## src/rtl/gstmcu_pkg.sv

```systemverilog
// rtl/gstmcu_pkg.sv - GSTMCU video timing constants, mode encoding and decode helpers
package gstmcu_pkg;

  typedef enum logic {
    SYNC_WAIT = 1'b0,
    MEASURE   = 1'b1
  } de_state_t;

  localparam logic [1:0] MODE_UNKNOWN = 2'd0;
  localparam logic [1:0] MODE_PAL     = 2'd1;
  localparam logic [1:0] MODE_NTSC    = 2'd2;
  localparam logic [1:0] MODE_MONO    = 2'd3;

  localparam int unsigned LINE_LEN_PAL  = 128;
  localparam int unsigned LINE_LEN_NTSC = 127;
  localparam int unsigned LINE_LEN_MONO = 56;

  localparam int unsigned DE_NOM_COLOR = 80;
  localparam int unsigned DE_NOM_MONO  = 40;

  function automatic logic [1:0] classify_len(input int unsigned len);
    if (len == LINE_LEN_PAL) return MODE_PAL;
    if (len == LINE_LEN_NTSC) return MODE_NTSC;
    if (len == LINE_LEN_MONO) return MODE_MONO;
    return MODE_UNKNOWN;
  endfunction

  function automatic int unsigned nominal_de(input logic [1:0] mode);
    return (mode == MODE_MONO) ? DE_NOM_MONO : DE_NOM_COLOR;
  endfunction

endpackage

```

## src/rtl/de_mode_classify.sv

```systemverilog
// rtl/de_mode_classify.sv - line length stability filter plus mode and overscan decode
module de_mode_classify
  import gstmcu_pkg::*;
#(
  parameter int CNT_W        = 8,
  parameter int STABLE_LINES = 2
) (
  input  logic             clk,
  input  logic             rst,
  input  logic             update,
  input  logic [CNT_W-1:0] line_len,
  input  logic [CNT_W-1:0] de_len,
  output logic [1:0]       mode,
  output logic             overscan
);
  localparam int RUN_W = $clog2(STABLE_LINES + 1);
  localparam logic [CNT_W-1:0] LEN_SAT = '1;
  localparam logic [RUN_W-1:0] RUN_MAX = RUN_W'(STABLE_LINES);

  logic [CNT_W-1:0] prev_len;
  logic [RUN_W-1:0] run, run_next;
  logic [1:0]       line_mode, mode_next;
  logic             overscan_next;

  // Overscan is judged against the mode being committed this update, not the old one.
  always_comb begin
    line_mode = (line_len == LEN_SAT) ? MODE_UNKNOWN : classify_len(32'(line_len));
    if (line_len != prev_len) run_next = RUN_W'(1);
    else if (run == RUN_MAX) run_next = run;
    else run_next = run + 1'b1;
    mode_next = (run_next == RUN_MAX) ? line_mode : mode;
    overscan_next = (mode_next != MODE_UNKNOWN) && (32'(de_len) > nominal_de(mode_next));
  end

  always_ff @(posedge clk or posedge rst) begin
    if (rst) begin
      prev_len <= '0;
      run      <= '0;
      mode     <= MODE_UNKNOWN;
      overscan <= 1'b0;
    end else if (update) begin
      prev_len <= line_len;
      run      <= run_next;
      mode     <= mode_next;
      overscan <= overscan_next;
    end
  end

endmodule

```

## src/rtl/de_decoder.sv

```systemverilog
// rtl/de_decoder.sv - DE/HSYNC line measurement and mode decoder; DE_DEC_FRAME_EN adds per-frame active line count
module de_decoder
  import gstmcu_pkg::*;
#(
  parameter int CNT_W        = 8,
  parameter int STABLE_LINES = 2
) (
  input  logic             m2clock,
  input  logic             por,
  input  logic             de,
  input  logic             hsync,
  input  logic             vsync,
  output logic [CNT_W-1:0] line_len,
  output logic [CNT_W-1:0] de_start,
  output logic [CNT_W-1:0] de_len,
  output logic             meas_valid,
  output logic [1:0]       mode,
  output logic             overscan,
  output logic [9:0]       act_lines,
  output logic             frame_valid
);
  localparam logic [CNT_W-1:0] CNT_MAX = '1;

  function automatic logic [CNT_W-1:0] sat_inc(input logic [CNT_W-1:0] v);
    return (v == CNT_MAX) ? v : v + 1'b1;
  endfunction

  de_state_t        state, state_next;
  logic             hsync_d, de_d, hs_rise, de_rise, publish, pub_pend, seen_de;
  logic [CNT_W-1:0] cnt, start_r, len_r;

  assign hs_rise = hsync & ~hsync_d;
  assign de_rise = de & ~de_d;
  assign publish = (state == MEASURE) && hs_rise;

  always_comb begin
    state_next = state;
    if (state == SYNC_WAIT && hs_rise) state_next = MEASURE;
  end

  always_ff @(posedge m2clock or posedge por) begin
    if (por) state <= SYNC_WAIT;
    else state <= state_next;
  end

  // cnt reads (cycles since hsync rise - 1), so offsets are published as cnt+1.
  always_ff @(posedge m2clock or posedge por) begin
    if (por) begin
      hsync_d    <= 1'b0;
      de_d       <= 1'b0;
      pub_pend   <= 1'b0;
      meas_valid <= 1'b0;
      cnt        <= '0;
      start_r    <= '0;
      len_r      <= '0;
      seen_de    <= 1'b0;
      line_len   <= '0;
      de_start   <= '0;
      de_len     <= '0;
    end else begin
      hsync_d    <= hsync;
      de_d       <= de;
      pub_pend   <= publish;
      meas_valid <= pub_pend;
      if (hs_rise) begin
        cnt     <= '0;
        start_r <= '0;
        len_r   <= de ? CNT_W'(1) : '0;
        seen_de <= de_rise;
        if (publish) begin
          line_len <= sat_inc(cnt);
          de_start <= seen_de ? start_r : '0;
          de_len   <= len_r;
        end
      end else if (state == MEASURE) begin
        cnt <= sat_inc(cnt);
        if (de_rise && !seen_de) begin
          start_r <= sat_inc(cnt);
          seen_de <= 1'b1;
        end
        if (de) len_r <= sat_inc(len_r);
      end
    end
  end

  de_mode_classify #(
    .CNT_W        (CNT_W),
    .STABLE_LINES (STABLE_LINES)
  ) u_classify (
    .clk      (m2clock),
    .rst      (por),
    .update   (pub_pend),
    .line_len (line_len),
    .de_len   (de_len),
    .mode     (mode),
    .overscan (overscan)
  );

`ifdef DE_DEC_FRAME_EN
  localparam logic [9:0] LINES_MAX = '1;

  logic       vsync_d, vs_rise, frame_armed, line_active;
  logic [9:0] frame_cnt;

  assign vs_rise     = vsync & ~vsync_d;
  assign line_active = publish & seen_de;

  // The first vsync only arms the counter; its partial frame is never reported.
  always_ff @(posedge m2clock or posedge por) begin
    if (por) begin
      vsync_d     <= 1'b0;
      frame_armed <= 1'b0;
      frame_cnt   <= '0;
      act_lines   <= '0;
      frame_valid <= 1'b0;
    end else begin
      vsync_d     <= vsync;
      frame_valid <= vs_rise & frame_armed;
      if (vs_rise) begin
        if (frame_armed) act_lines <= frame_cnt;
        frame_armed <= 1'b1;
        frame_cnt   <= {9'd0, line_active};
      end else if (line_active && frame_cnt != LINES_MAX) begin
        frame_cnt <= frame_cnt + 1'b1;
      end
    end
  end
`else
  logic unused_vsync;
  assign unused_vsync = vsync;
  assign act_lines    = '0;
  assign frame_valid  = 1'b0;
`endif

endmodule
```

## config.mk

```make
export PLATFORM = sky130hd
export DESIGN_NAME = de_decoder
export DESIGN_NICKNAME = d
export VERILOG_FILES = /design/src/rtl/gstmcu_pkg.sv /design/src/rtl/de_mode_classify.sv /design/src/rtl/de_decoder.sv
export SDC_FILE = /design/constraint.sdc
export NUM_CORES = 1
export LEC_CHECK = 0
export BUFFER_PORTS_ARGS = -buffer_cell sky130_fd_sc_hd__buf_4
export CAP_MARGIN = 20
export CORE_ASPECT_RATIO = 0.8
export CORE_MARGIN = 2
export CORE_UTILIZATION = 64
export CTS_BUF_LIST = sky130_fd_sc_hd__clkbuf_8
export DETAILED_ROUTE_END_ITERATION = 10
export MAX_ROUTING_LAYER = met4
export PLACE_DENSITY = 0.93
export SLEW_MARGIN = 20
export SYNTH_ARGS = -nofsm -noshare
export SYNTH_HDL_FRONTEND = slang
export SYNTH_SLANG_ARGS = --single-unit
```

## constraint.sdc

```tcl
create_clock -name m2clock -period 5.7 [get_ports m2clock]
set_input_delay 0 -clock m2clock [delete_from_list [all_inputs] [get_ports m2clock]]
set_output_delay 0 -clock m2clock [all_outputs]
set_load 0.02 [all_outputs]
```

==> metrics.cfg <==
[run_status]
status=completed

[timing]
drv_slew=0
slew_headroom_pct=44.8
fin_hold_ws_ps=302
finalHoldViolations=0
post-route-min-period_ps=2820
worst_pin_slew_ps=828
period_share_pct=49.5
clock_skew_ps=8.80
fmax_mhz=354
setup_violations=0
rsz0062_at_grt=false
setup_tns_ps=0
setup_slack_ps=2880

[detailed_routing]
vias=2281
drtIter0Drc=123
final_antenna_net_count=0
finalWirelength_mm=6.42
vias_per_cell=5.75
drtPass1Iterations=5
detail_route.wl_per_cell_um=16.2
drc=0

[cells_and_area]
finish.utilization_pct=78.1
layout-drive-gt1-share_pct=17.2
syn_to_final_growth_pct=14.5
insertedDiodeCount=0
nets=345

[global_routing]
grt_max_degree=68
track_usage_pct=26.4
global_route.overflow_total=0
antenna_found_initial=0
grt_pass1_vias=2282
grt_first_pass_wirelength_mm=10.9

[synthesis]
ys_seq_elements=67
synth_ff_type=dfrtp_1
synthDistinctLibCells=43
yosysMostFrequentCell=dfrtp_1
ys_warn_count=0
async_flop_share_pct=100
synth_edf_count=0
syn_avg_cell_area_um2=10.7
synth_top_area_share_pct=52.5
synth.area.top_cells=dfrtp_1 (53%), mux2_1 (5.3%), xor2_1 (4.1%), nand2_1 (3.6%), mux2i_1 (3.1%)
netlist_area_um2=3190
seq_area_frac_synth_pct=52.5
synthCells=298
yosys.area.top_type=dfrtp_1
synth_common_cells=dfrtp_1 (67), nand2_1 (31), nor2_1 (25)

[worst_hold_path]
worst_hold_path_type=input pin to flip-flop
hold_path_depth=2

[worst_setup_path]
path_cells=xor2_1, nor4_2, nand4b_2, nor3_1, a31o_1, ha_1, or4b_1, o21ai_1, o21ai_0, a22o_1
cp-end-kind=flip-flop
required_ps=5940
crit_cells=10
cpMaxStageDelayCell=dfrtp_1
reg2reg_depth=10
cp.arrival_ps=3070
path_max_fanout=6
critical_path.top_delay_family=simple AND/OR/NAND/NOR gates
critPathMaxStageDelay_ps=440
start_kind=flip-flop
crit_type=flip-flop to flip-flop
path_buf_inv=0

[power]
swShare_pct=32.4
p_seq_share_pct=47.2
power_frac_comb_pct=24.2
leakage_nw=1.83
ir_drop_mv=0.249
power.share.clock_pct=28.7
p_sw_mw=0.437
cellPowerDensity_nw_per_um2=369
intPower_mw=0.912

[floorplan]
die_y_um=67.2
initial_core_util_pct=68.2
fp-row-count=22
ios=44
coreArea_um2=4680
die_w_um=83.0
dieArea_um2=5570

[clock_network]
numCtsBuffers=9
cts_htree_levels=3
cts_root_buf=clkbuf_8
worst_skew_pair.late_latency_ps=350
cts_tree=done
clkTransAtPathRegs_ps=70
ctsResizeCount=0
cts.sinks=67
cts_max_path_buffers=2

[placed_design]
preCtsSetupSlack_ps=2890
port_buffers=31
gp_congestion=0.867
dp.final_hpwl_mm=4.47

[job]
max_cap_viol_count=0

[per-layer routing]
| metal | wire length (µm) | GRT usage [%] |
|---|---|---|
| met5 | 0 | - |
| met4 | 58 | 6.35 |
| met3 | 360 | 8.19 |
| met2 | 3260 | 42.7 |
| met1 | 2740 | 33.3 |
[power groups by stage]
stage                     combinational, mW  sequential (mW)  clock (mW)
after floorplan                       0.205            0.652           0
after global placement                0.306            0.636           0
after detailed placement              0.323            0.643           0
after CTS                             0.327            0.635       0.392
after global routing                  0.360            0.647       0.420
final                                 0.326            0.636       0.386
[metrics by stage]
step           power [mW]  area (µm²)  instances
2_1_floorplan       0.858        3230        308
3_3_place_gp        0.942        3430        379
3_5_place_dp        0.966        3430        379
4_1_cts              1.35        3650        397
5_1_grt              1.43        3650        397
6_report             1.35        3650        397
[cell families after synthesis]
family                   synth area share, %
buffers and inverters                   5.10
flip-flops                              52.5
AO/OA/AOI/OAI                           7.57
multiplexers                            10.5
XOR/XNOR                                5.76
other                                  0.117
AND/OR/NAND/NOR                         15.6
adder cells (fa/ha/maj)                 2.74
[final timing paths]
path / start / end / slack (ps)
worst max-delay path: line_len[6] / u_classify.overscan / 2880
worst min-delay path: hsync / hsync_d / 300
worst max register to register: line_len[6] / u_classify.overscan / 2880
worst min register to register: de_start[3] / de_start[3] / 510
max in group asynchronous: por / cnt[4] / 4710
min in group asynchronous: por / meas_valid / 440
[registers in the layout, indices dropped and copies added (netlist names)]
name,count
seen_de,1
state,1
u_classify.mode,2
de_start,8
cnt,8
de_d,1
meas_valid,1
start_r,8
len_r,8
pub_pend,1
de_len,8
u_classify.overscan,1
u_classify.prev_len,8
line_len,8
hsync_d,1
u_classify.run,2
[layout by cell type, fill, tap and decap left out, types with 2 or more instances in the layout]
master,synthesis,layout
a211oi_1,3,3
a21oi_1,9,9
a31oi_1,2,2
and2_1,3,3
and3_1,4,4
and4_1,3,3
buf_4,11,34
clkbuf_8,0,11
conb_1,1,11
dfrtp_1,67,67
dlygate4sd3_1,0,3
ha_1,7,7
inv_1,8,9
inv_2,1,2
mux2_1,15,15
mux2_2,6,6
mux2i_1,10,10
nand2_1,31,31
nand2b_1,2,2
nand3_1,7,7
nand4_1,5,5
nor2_1,25,25
nor2b_1,4,4
nor3_1,4,4
nor4_2,2,2
o211ai_1,2,2
o21ai_0,4,4
o21ai_1,14,14
o22ai_1,2,2
or2_1,2,2
or4b_1,2,2
xnor2_1,6,6
xor2_1,15,15
[layout make-up]
class | count | area, µm²
Sequential cell | 67 | 1680
Multi-Input combinational cell | 209 | 1390
Fill cell | 291 | 1020
Timing Repair Buffer | 37 | 285
Clock buffer | 11 | 151
Tap cell | 60 | 75.1
Clock inverter | 4 | 42.5
Inverter | 9 | 33.8
[what timing repair did]
item                                   in CTS  in global routing
setup buffers                               0                  0
endpoints found under the hold margin      70                  0
hold buffers                                3                  0
(Power assumes the default switching activity.)
